--- config.mk ---
export PLATFORM = sky130hd
export DESIGN_NAME = muldiv_iter
export DESIGN_NICKNAME = d
export VERILOG_FILES = /design/src/rtl/muldiv_pkg.sv /design/src/rtl/muldiv_signfix.sv /design/src/rtl/muldiv_iter.sv
export SDC_FILE = /design/constraint.sdc
export NUM_CORES = 1
export LEC_CHECK = 0
export ABC_AREA = 1
export CORE_MARGIN = 10
export CORE_UTILIZATION = 34
export CTS_CLUSTER_DIAMETER = 200
export DETAILED_ROUTE_END_ITERATION = 8
export PLACE_DENSITY = 0.64
export SLEW_MARGIN = 20
export SYNTH_ARGS = -nofsm -noshare
export SYNTH_HDL_FRONTEND = slang
export SYNTH_SLANG_ARGS = --single-unit
--- constraint.sdc ---
create_clock -name clk -period 2.4 [get_ports clk]
set_input_delay 0.48 -clock clk [delete_from_list [all_inputs] [get_ports clk]]
set_output_delay 0.48 -clock clk [all_outputs]
set_load 0.05 [all_outputs]
--- src/rtl/muldiv_pkg.sv ---
// rtl/muldiv_pkg.sv - op encodings, FSM states and flag indices for muldiv_iter
// Shared by muldiv_iter and muldiv_signfix.
package muldiv_pkg;

  localparam logic [2:0] OP_MUL   = 3'b111;
  localparam logic [2:0] OP_UMULL = 3'b101;
  localparam logic [2:0] OP_SMULL = 3'b110;
  localparam logic [2:0] OP_UDIV  = 3'b100;
  localparam logic [2:0] OP_SDIV  = 3'b011;

  localparam int FLAG_N = 3;
  localparam int FLAG_Z = 2;
  localparam int FLAG_C = 1;
  localparam int FLAG_V = 0;

  typedef enum logic [1:0] {
    IDLE = 2'd0,
    LOAD = 2'd1,
    CALC = 2'd2,
    FIX  = 2'd3
  } state_e;

  function automatic logic op_is_mul(input logic [2:0] op);
    return (op == OP_MUL) || (op == OP_UMULL) || (op == OP_SMULL);
  endfunction

  function automatic logic op_is_div(input logic [2:0] op);
    return (op == OP_UDIV) || (op == OP_SDIV);
  endfunction

  function automatic logic op_is_legal(input logic [2:0] op);
    return op_is_mul(op) || op_is_div(op);
  endfunction

  function automatic logic op_is_signed(input logic [2:0] op);
    return (op == OP_SMULL) || (op == OP_SDIV);
  endfunction

  function automatic logic op_is_long(input logic [2:0] op);
    return (op == OP_UMULL) || (op == OP_SMULL);
  endfunction

endpackage

--- src/rtl/muldiv_signfix.sv ---
// rtl/muldiv_signfix.sv - conditional two's-complement negate of a WIDTH-bit value
// Used for operand magnitudes and for final sign correction.
module muldiv_signfix import muldiv_pkg::*; #(
  parameter int WIDTH = 32
) (
  input  logic [WIDTH-1:0] val_i,
  input  logic             neg_i,
  output logic [WIDTH-1:0] val_o
);

  assign val_o = neg_i ? (~val_i + WIDTH'(1)) : val_i;

endmodule

--- src/rtl/muldiv_iter.sv ---
// rtl/muldiv_iter.sv - radix-2 iterative multiply/divide engine with start/busy/done handshake
// Divide datapath is built only when MULDIV_DIV_EN is defined.
module muldiv_iter import muldiv_pkg::*; #(
  parameter int WIDTH = 32,
  parameter int CNT_W = $clog2(WIDTH) + 1
) (
  input  logic             clk,
  input  logic             reset_n,
  input  logic             start,
  input  logic [2:0]       op,
  input  logic [WIDTH-1:0] a,
  input  logic [WIDTH-1:0] b,
  output logic             busy,
  output logic             done,
  output logic [WIDTH-1:0] result,
  output logic [WIDTH-1:0] result_hi,
  output logic [3:0]       flags,
  output logic             div_by_zero
);

  state_e               state_q, state_d;
  logic [2:0]           op_q, op_d;
  logic [WIDTH-1:0]     a_q, a_d, b_q, b_d;
  logic [WIDTH-1:0]     opnd_q, opnd_d;
  logic [2*WIDTH-1:0]   acc_q, acc_d;
  logic [CNT_W-1:0]     cnt_q, cnt_d;
  logic                 neg_lo_q, neg_lo_d, neg_hi_q, neg_hi_d;
  logic [WIDTH-1:0]     result_q, result_d, result_hi_q, result_hi_d;
  logic [3:0]           flags_q, flags_d;
  logic                 dbz_q, dbz_d, done_q, done_d;

  logic                 is_mul, sa, sb;
  logic [WIDTH-1:0]     mag_a, mag_b;
  logic [WIDTH-1:0]     mul_addend;
  logic [WIDTH:0]       mul_sum;
  logic [2*WIDTH-1:0]   mul_next;
  logic                 lo_zero, fix_hi_en;
  logic [WIDTH-1:0]     fix_lo, fix_hi, prod_hi;
  logic [WIDTH-1:0]     fin_lo, fin_hi;
  logic                 fin_dbz;
  logic [3:0]           fin_flags;

  assign is_mul = op_is_mul(op_q);
  assign sa     = op_is_signed(op_q) & a_q[WIDTH-1];
  assign sb     = op_is_signed(op_q) & b_q[WIDTH-1];

  muldiv_signfix #(.WIDTH(WIDTH)) u_mag_a (.val_i(a_q), .neg_i(sa), .val_o(mag_a));
  muldiv_signfix #(.WIDTH(WIDTH)) u_mag_b (.val_i(b_q), .neg_i(sb), .val_o(mag_b));

  // Shift-add step: acc = {partial high, remaining multiplier bits}.
  assign mul_addend = acc_q[0] ? opnd_q : '0;
  assign mul_sum    = {1'b0, acc_q[2*WIDTH-1:WIDTH]} + {1'b0, mul_addend};
  assign mul_next   = {mul_sum, acc_q[WIDTH-1:1]};

`ifdef MULDIV_DIV_EN
  // Restoring step: acc = {partial remainder, dividend bits shifting into quotient}.
  logic [WIDTH:0]       div_rem_sh, div_diff;
  logic                 div_ok;
  logic [2*WIDTH-1:0]   div_next;

  assign div_rem_sh = {acc_q[2*WIDTH-1:WIDTH], acc_q[WIDTH-1]};
  assign div_diff   = div_rem_sh - {1'b0, opnd_q};
  assign div_ok     = ~div_diff[WIDTH];
  assign div_next   = {(div_ok ? div_diff[WIDTH-1:0] : div_rem_sh[WIDTH-1:0]),
                       acc_q[WIDTH-2:0], div_ok};
`endif

  // A negated 2*WIDTH product only carries into the high half when the low half is zero.
  assign lo_zero   = (acc_q[WIDTH-1:0] == '0);
  assign fix_hi_en = is_mul ? (neg_lo_q & lo_zero) : neg_hi_q;

  muldiv_signfix #(.WIDTH(WIDTH)) u_fix_lo (.val_i(acc_q[WIDTH-1:0]), .neg_i(neg_lo_q), .val_o(fix_lo));
  muldiv_signfix #(.WIDTH(WIDTH)) u_fix_hi (.val_i(acc_q[2*WIDTH-1:WIDTH]), .neg_i(fix_hi_en), .val_o(fix_hi));

  assign prod_hi = (is_mul && neg_lo_q && !lo_zero) ? ~acc_q[2*WIDTH-1:WIDTH] : fix_hi;

  always_comb begin
    fin_lo  = fix_lo;
    fin_hi  = prod_hi;
    fin_dbz = 1'b0;
    if (op_q == OP_MUL) begin
      fin_hi = '0;
    end
    if (op_is_div(op_q)) begin
`ifdef MULDIV_DIV_EN
      if (b_q == '0) begin
        fin_lo  = '1;
        fin_hi  = a_q;
        fin_dbz = 1'b1;
      end
`else
      fin_lo = '0;
      fin_hi = '0;
`endif
    end
    fin_flags         = 4'b0000;
    fin_flags[FLAG_N] = op_is_long(op_q) ? fin_hi[WIDTH-1] : fin_lo[WIDTH-1];
    fin_flags[FLAG_Z] = op_is_long(op_q) ? ({fin_hi, fin_lo} == '0) : (fin_lo == '0);
    fin_flags[FLAG_C] = 1'b0;
    fin_flags[FLAG_V] = 1'b0;
  end

  always_comb begin
    state_d     = state_q;
    op_d        = op_q;
    a_d         = a_q;
    b_d         = b_q;
    opnd_d      = opnd_q;
    acc_d       = acc_q;
    cnt_d       = cnt_q;
    neg_lo_d    = neg_lo_q;
    neg_hi_d    = neg_hi_q;
    result_d    = result_q;
    result_hi_d = result_hi_q;
    flags_d     = flags_q;
    dbz_d       = dbz_q;
    done_d      = 1'b0;
    case (state_q)
      IDLE: begin
        if (start && op_is_legal(op)) begin
          op_d = op;
          a_d  = a;
          b_d  = b;
`ifdef MULDIV_DIV_EN
          state_d = LOAD;
`else
          state_d = op_is_div(op) ? FIX : LOAD;
`endif
        end
      end
      LOAD: begin
        opnd_d   = is_mul ? mag_a : mag_b;
        acc_d    = {{WIDTH{1'b0}}, (is_mul ? mag_b : mag_a)};
        cnt_d    = CNT_W'(WIDTH - 1);
        neg_lo_d = sa ^ sb;
        neg_hi_d = sa;
        state_d  = CALC;
      end
      CALC: begin
`ifdef MULDIV_DIV_EN
        acc_d = op_is_div(op_q) ? div_next : mul_next;
`else
        acc_d = mul_next;
`endif
        if (cnt_q == '0) begin
          state_d = FIX;
        end else begin
          cnt_d = cnt_q - CNT_W'(1);
        end
      end
      FIX: begin
        result_d    = fin_lo;
        result_hi_d = fin_hi;
        flags_d     = fin_flags;
        dbz_d       = fin_dbz;
        done_d      = 1'b1;
        state_d     = IDLE;
      end
      default: state_d = IDLE;
    endcase
  end

  always_ff @(posedge clk or negedge reset_n) begin
    if (!reset_n) begin
      state_q     <= IDLE;
      op_q        <= '0;
      a_q         <= '0;
      b_q         <= '0;
      opnd_q      <= '0;
      acc_q       <= '0;
      cnt_q       <= '0;
      neg_lo_q    <= 1'b0;
      neg_hi_q    <= 1'b0;
      result_q    <= '0;
      result_hi_q <= '0;
      flags_q     <= '0;
      dbz_q       <= 1'b0;
      done_q      <= 1'b0;
    end else begin
      state_q     <= state_d;
      op_q        <= op_d;
      a_q         <= a_d;
      b_q         <= b_d;
      opnd_q      <= opnd_d;
      acc_q       <= acc_d;
      cnt_q       <= cnt_d;
      neg_lo_q    <= neg_lo_d;
      neg_hi_q    <= neg_hi_d;
      result_q    <= result_d;
      result_hi_q <= result_hi_d;
      flags_q     <= flags_d;
      dbz_q       <= dbz_d;
      done_q      <= done_d;
    end
  end

  assign busy        = (state_q != IDLE) || done_q;
  assign done        = done_q;
  assign result      = result_q;
  assign result_hi   = result_hi_q;
  assign flags       = flags_q;
  assign div_by_zero = dbz_q;

endmodule

# ---- After elaboration in Yosys (flattened, before gate mapping)
# Index checks and enable logic that the tools add are counted.
dict set report op_classes {
  addsub 6
  eq_ne 16
  mux 22
  bitwise_logic 8
  n_reduce_logical 24
}
# cell n
set ops {}
lappend ops {{$mux W32} 11}
lappend ops {{$add A32 B1 Y32 const B} 4}
lappend ops {{$not A32 Y32} 4}
lappend ops {{$pmux W64 S2} 1}
lappend ops {{$logic_not A32 Y1} 2}
lappend ops {{$logic_not A64 Y1} 1}
lappend ops {{$add A32 B32 Y33} 1}
lappend ops {{$eq A3 B3 Y1 const B} 8}
lappend ops {{$pmux W6 S2} 1}
lappend ops {{$logic_or A1 B1 Y1} 10}
lappend ops {{$pmux W2 S4} 1}
lappend ops {{$eq A3 B2 Y1 const B} 2}
lappend ops {{$logic_not A6 Y1} 1}
lappend ops {{$mux W2} 3}
lappend ops {{$mux W6} 1}
lappend ops {{$ne A2 B2 Y1 const B} 3}
lappend ops {{$reduce_and A2 Y1} 3}
lappend ops {{$sub A6 B1 Y6 const B} 1}
lappend ops {{$eq A2 B2 Y1 const B} 2}
lappend ops {{$mux W1} 4}
lappend ops {{$reduce_bool A2 Y1} 2}
lappend ops {{$and A1 B1 Y1} 3}
lappend ops {{$logic_and A1 B1 Y1} 3}
lappend ops {{$eq A2 B1 Y1 const B} 1}
lappend ops {{3 further kinds} 3}
dict set report totals {
  regBits 240
  out_inout_bits 71
  wordCells 89
}

# ---- Logic depth before layout (Yosys ltp)
dict set report logic_depth {
  depth_word 10
  mapped_depth 22
  mapped_depth_nobuf 20
}

# ---- Cells and area by module
# A second synthesis with hierarchy kept.
dict set report unflattened {
  hier_cells 2573
  area_unflattened_um2 17518.1
}
# mod instances cells_per_inst area_each_um2 seq_area_each_um2
set modules_own_cells {}
lappend modules_own_cells {muldiv_iter 1 1665 13083.8 6005.8}
lappend modules_own_cells {muldiv_signfix 4 227 1108.6 0.0}

# ---- Least setup slack after synthesis
# No wires, ideal clock.
dict set report synth_path {
  path_kind {register to register}
  from {register acc_q[0]}
  to {register acc_q[53]}
  setup_ns 0.130
  t_arrival_ns 2.383
  slack_ns -0.113
  stages_incl_launch_ff 18
  path_buffers 2
  synth_period_minus_slack_ns 2.513
  path_cell_list {dfrtp_1 > buf_2 > clkbuf_1 > nand2_1 > inv_1 > fa_1 > nand3_1 > nand3_1 > inv_1 > o21ai_0 > nand2_1 > nand2_1 > a21oi_1 > o21ai_0 > a21oi_1 > inv_1 > o21ai_0 > o21ai_0}
}
dict set report synth_between {
  elab_chain_cells 3
}
# element line
set synth_lines {}
lappend synth_lines {{start: declaration} muldiv_iter.sv:25} ;# logic [2*WIDTH-1:0] acc_q, acc_d;
lappend synth_lines {{start signal: assignment} muldiv_iter.sv:170} ;# acc_q <= '0;
lappend synth_lines {{start signal: assignment} muldiv_iter.sv:185} ;# acc_q <= acc_d;
lappend synth_lines {{$mux W32} muldiv_iter.sv:51} ;# assign mul_addend = acc_q[0] ? opnd_q : '0;
lappend synth_lines {{$add A32 B32 Y33} muldiv_iter.sv:52} ;# assign mul_sum = {1'b0, acc_q[2*WIDTH-1:WIDTH]} + {1'b0, mul_addend};
lappend synth_lines {{$pmux W64 S2} muldiv_iter.sv:118} ;# case (state_q)
# No other way between the ends.
# A chain may end at the register's enable or synchronous reset.

# ---- Final worst setup path
dict set report layout_path {
  from {register acc_q[0]}
  to {register acc_q[59]}
}
# The elaborated chain is that of the path after synthesis.

==> impl_metrics.py <==
metrics = {
    "final_layout": {
        "utilization": 0.4914,
        "antennaDiodeCount": 0,
        "drive_gt1_frac": 0.2425,
        "design_area_mm2": 0.02297,
        "area_delta_synth_final_pct": 42.13,
        "nFillCells": 4558,
        "final_nets": 2906,
    },
    "die": {
        "die_h_um": 238.0,
        "fp-row-count": 79,
        "dieArea_mm2": 0.05666,
        "core_mm2": 0.04675,
        "die_w_um": 238.0,
        "initial_core_util": 0.3457,
        "boundaryPins": 141,
    },
    "worst_setup_path": {
        "end_kind": "flip-flop",
        "path_max_fanout": 8,
        "cp_common_cell": "nand2_1",
        "cp.required_ns": 2.91,
        "critPathKind": "flip-flop to flip-flop",
        "worstPathArrival_ns": 3.09,
        "startpoint_type": "flip-flop",
        "crit_chain": "buf_6, nand2_1, inv_1, ha_4, nand2_1, nor2_1, nor2_1, nand2_2, a21o_1, nand2_1, nand2_2, a21oi_4, o21ai_2, nand2_1, nand2_1, nand2_1, nand2_1, o21bai_1",
        "path_delay_family": "simple AND/OR/NAND/NOR gates",
        "crit_path_max_incr_delay_ns": 0.46,
        "cp_num_buf_inv": 2,
        "slowest_stage": "dfrtp_2",
    },
    "global_routing": {
        "grt_usage": 0.2051,
        "grt_start_max_net_pins": 118,
        "grtUsageMet3": 0.03089,
        "grt_pass1_wl_um": 94060,
        "grt_overflow": 0,
        "grt_pass1_vias": 16830,
        "use_met1": 0.2810,
        "grtUsageMet2": 0.3306,
        "busiest_layer": "met2",
        "antenna_found_initial": 1,
    },
    "synth": {
        "seq_area_frac_synth": 0.3715,
        "synthArstFlopShare": 1.000,
        "yosysTopAreaCell": "dfrtp_1",
        "postSynthCellCount": 2358,
        "yosys_warnings": 0,
        "yosysTopAreaCellShare": 0.3715,
        "yosysMostFrequentCell": "nand2_1",
        "ys_ff_latch": 240,
        "synth_edf_count": 0,
        "synth_area_leaders": "dfrtp_1, nand2_1, nor2_1",
        "synthTopCellsByCount": "nand2_1, nor2_1, dfrtp_1",
        "syn-cell-area_mm2": 0.01616,
        "synth-main-ff-cell": "dfrtp_1",
        "ys_types": 53,
        "syn_avg_cell_area_um2": 6.855,
    },
    "placed_design": {
        "dp_hpwl_um": 46290,
        "routabilityCongestion": 0.9400,
        "place_area_mm2": 0.02034,
        "port_buffers": 137,
    },
    "timing": {
        "post-route-period-util": 1.074,
        "setup_viol": 12,
        "tightest_slew_ns": 0.9893,
        "final-max-slew-violation-count": 0,
        "layout_min_cycle_time_ns": 2.577,
        "finalSetupTns_ns": -0.8482,
        "clock_skew_ns": 0.02130,
        "max_freq_ghz": 0.3881,
        "hold_viol": 0,
        "holdWs_ns": 0.3792,
        "slew_headroom": 0.3405,
        "fin_ws_ns": -0.1768,
        "rsz0062_at_grt": "true",
    },
    "power": {
        "p_per_area_mw_per_mm2": 1577,
        "power.switching_uw": 18190,
        "p_leak_uw": 0.01123,
        "switching_share": 0.5021,
        "worst_ir_drop_vdd_v": 0.0006985,
        "power_uw": 36220,
        "clockPowerShare": 0.129,
        "p_comb_frac": 0.667,
        "seqPwrFrac": 0.204,
        "internal_power_uw": 18040,
    },
    "cts": {
        "clock-sinks": 240,
        "clk_path_buf_depth": 3,
        "clock_latency_ns": 0.60,
        "cts_tree": "yes",
        "htreeDepth": 1,
        "root_buffer": "clkbuf_16",
        "numCtsBuffers": 29,
        "clkTransAtPathRegs_ns": 0.06,
    },
    "routing": {
        "drt_iter0_drc": 1545,
        "via_per_inst": 5.146,
        "drtPass1Iterations": 6,
        "drc": 0,
        "wl_per_cell_um": 17.83,
        "drt-total-wl_um": 61050,
        "vias": 17620,
        "drtAntennaViolNets": 0,
    },
    "min_path": {
        "hold_path_class": "input port to async pin",
    },
    "flow_run": {
        "max-cap-violations": 0,
    },
    "outcome": {
        "status": "finished with violations",
        "violations": "setup timing",
    },
}
worst register-to-register path, cell delays in order (launching register included):
cell      delay (ns)
dfrtp_2         0.46
buf_6           0.16
nand2_1         0.06
inv_1           0.08
ha_4            0.24
nand2_1         0.12
nor2_1          0.08
nor2_1          0.21
nand2_2         0.10
a21o_1          0.21
nand2_1         0.08
nand2_2         0.09
a21oi_4         0.16
o21ai_2         0.08
nand2_1         0.06
nand2_1         0.06
nand2_1         0.07
nand2_1         0.05
o21bai_1        0.12
metal layers:
metal  vias up  part of all wire
met5         -           0.00013
met4         2             0.026
met3        96             0.066
met2       607              0.46
met1      8310              0.45
li1       8601                 -
path summary, 6_finish.rpt:
check,slack [ns],cells after the start,to,from
worst max-delay path,-0.18,18,acc_q[59],acc_q[0]
worst min-delay path,0.38,2,a_q[22],reset_n
worst max register to register,-0.18,18,acc_q[59],acc_q[0]
worst min register to register,0.48,2,result_hi[13],result_hi[13]
max in group asynchronous,1.32,3,result[18],reset_n
min in group clk,0.47,3,a_q[18],a[18]
flip-flops by register name, summed over array words and instances, names as in the netlist:
name / cells
acc_q: 64
a_q: 32
b_q: 32
opnd_q: 32
result: 32
result_hi: 32
cnt_q: 6
op_q: 3
flags: 2
state_q: 2
done: 1
neg_hi_q: 1
neg_lo_q: 1
layout make-up:
class / count / area, um2 / share of cell area
Clock buffer: 41 / 850.8 / 0.03703
Inverter: 236 / 888.4 / 0.03867
Sequential cell: 240 / 6007 / 0.2615
Multi-Input combinational cell: 1786 / 10020 / 0.4361
Timing Repair Buffer: 500 / 4282 / 0.1864
Tap cell: 607 / 759.5 / 0.03306
Clock inverter: 13 / 168.9 / 0.007352
placed cells by master (no fill, tap or decap), drive strengths merged, types with 7 or more instances in the layout:
cell / synthesis / final
nand3: 192 / 192
a21oi: 116 / 116
o211ai: 15 / 15
nor2: 308 / 308
o22ai: 21 / 21
nand2: 673 / 674
o21ai: 195 / 195
nor3: 21 / 21
o221ai: 25 / 25
clkinv: 1 / 7
nand4: 25 / 25
xor2: 55 / 55
dfrtp: 240 / 240
inv: 235 / 238
xnor2: 10 / 10
mux2: 27 / 27
ha: 42 / 42
buf: 32 / 363
nor4: 8 / 8
a31oi: 10 / 10
clkdlybuf4s50: 0 / 135
clkbuf: 67 / 42
power groups by stage:
| stage | Sequential (uW) | Combinational, uW | Clock (uW) |
|---|---|---|---|
| after floorplan | 8390 | 11400 | 0 |
| after global placement | 7290 | 21600 | 0 |
| after detailed placement | 7340 | 21900 | 0 |
| after CTS | 7310 | 22600 | 4770 |
| after global routing | 7620 | 26400 | 4940 |
| final | 7400 | 24100 | 4680 |
cells by family (layout without fill, tap and decap cells):
kind of cell               count (synthesis)  in the layout  synth area share
and+or+nand+nor                         1237           1238            0.3165
AOI/OAI and AO/OA                        410            410            0.1427
buffers and inverters                    335            790           0.08120
DFF                                      240            240            0.3715
xor gates and xnor gates                  65             65           0.03522
adders and majority gates                 43             43           0.03375
muxes                                     27             27           0.01881
other                                      1              3         0.0002320
metrics by stage:
stage / worst slack [ns] / instances
6_report: -0.1768 / 3423
5_1_grt: -0.2933 / 3423
4_1_cts: -0.1203 / 3401
3_5_place_dp: -0.3109 / 3314
3_3_place_gp: -0.2655 / 3314
2_1_floorplan: -0.01517 / 2360
timing repair:
item / CTS / global route
cloned: 2 / 1
endpoints found under the setup margin: 26 / 87
setup buffers: 31 / 22
endpoints found under the hold margin: 36 / 0
hold buffers: 1 / 0
pin swaps: 36 / 77
resized for setup: 107 / 185
Power figures use the tool's default switching activity.
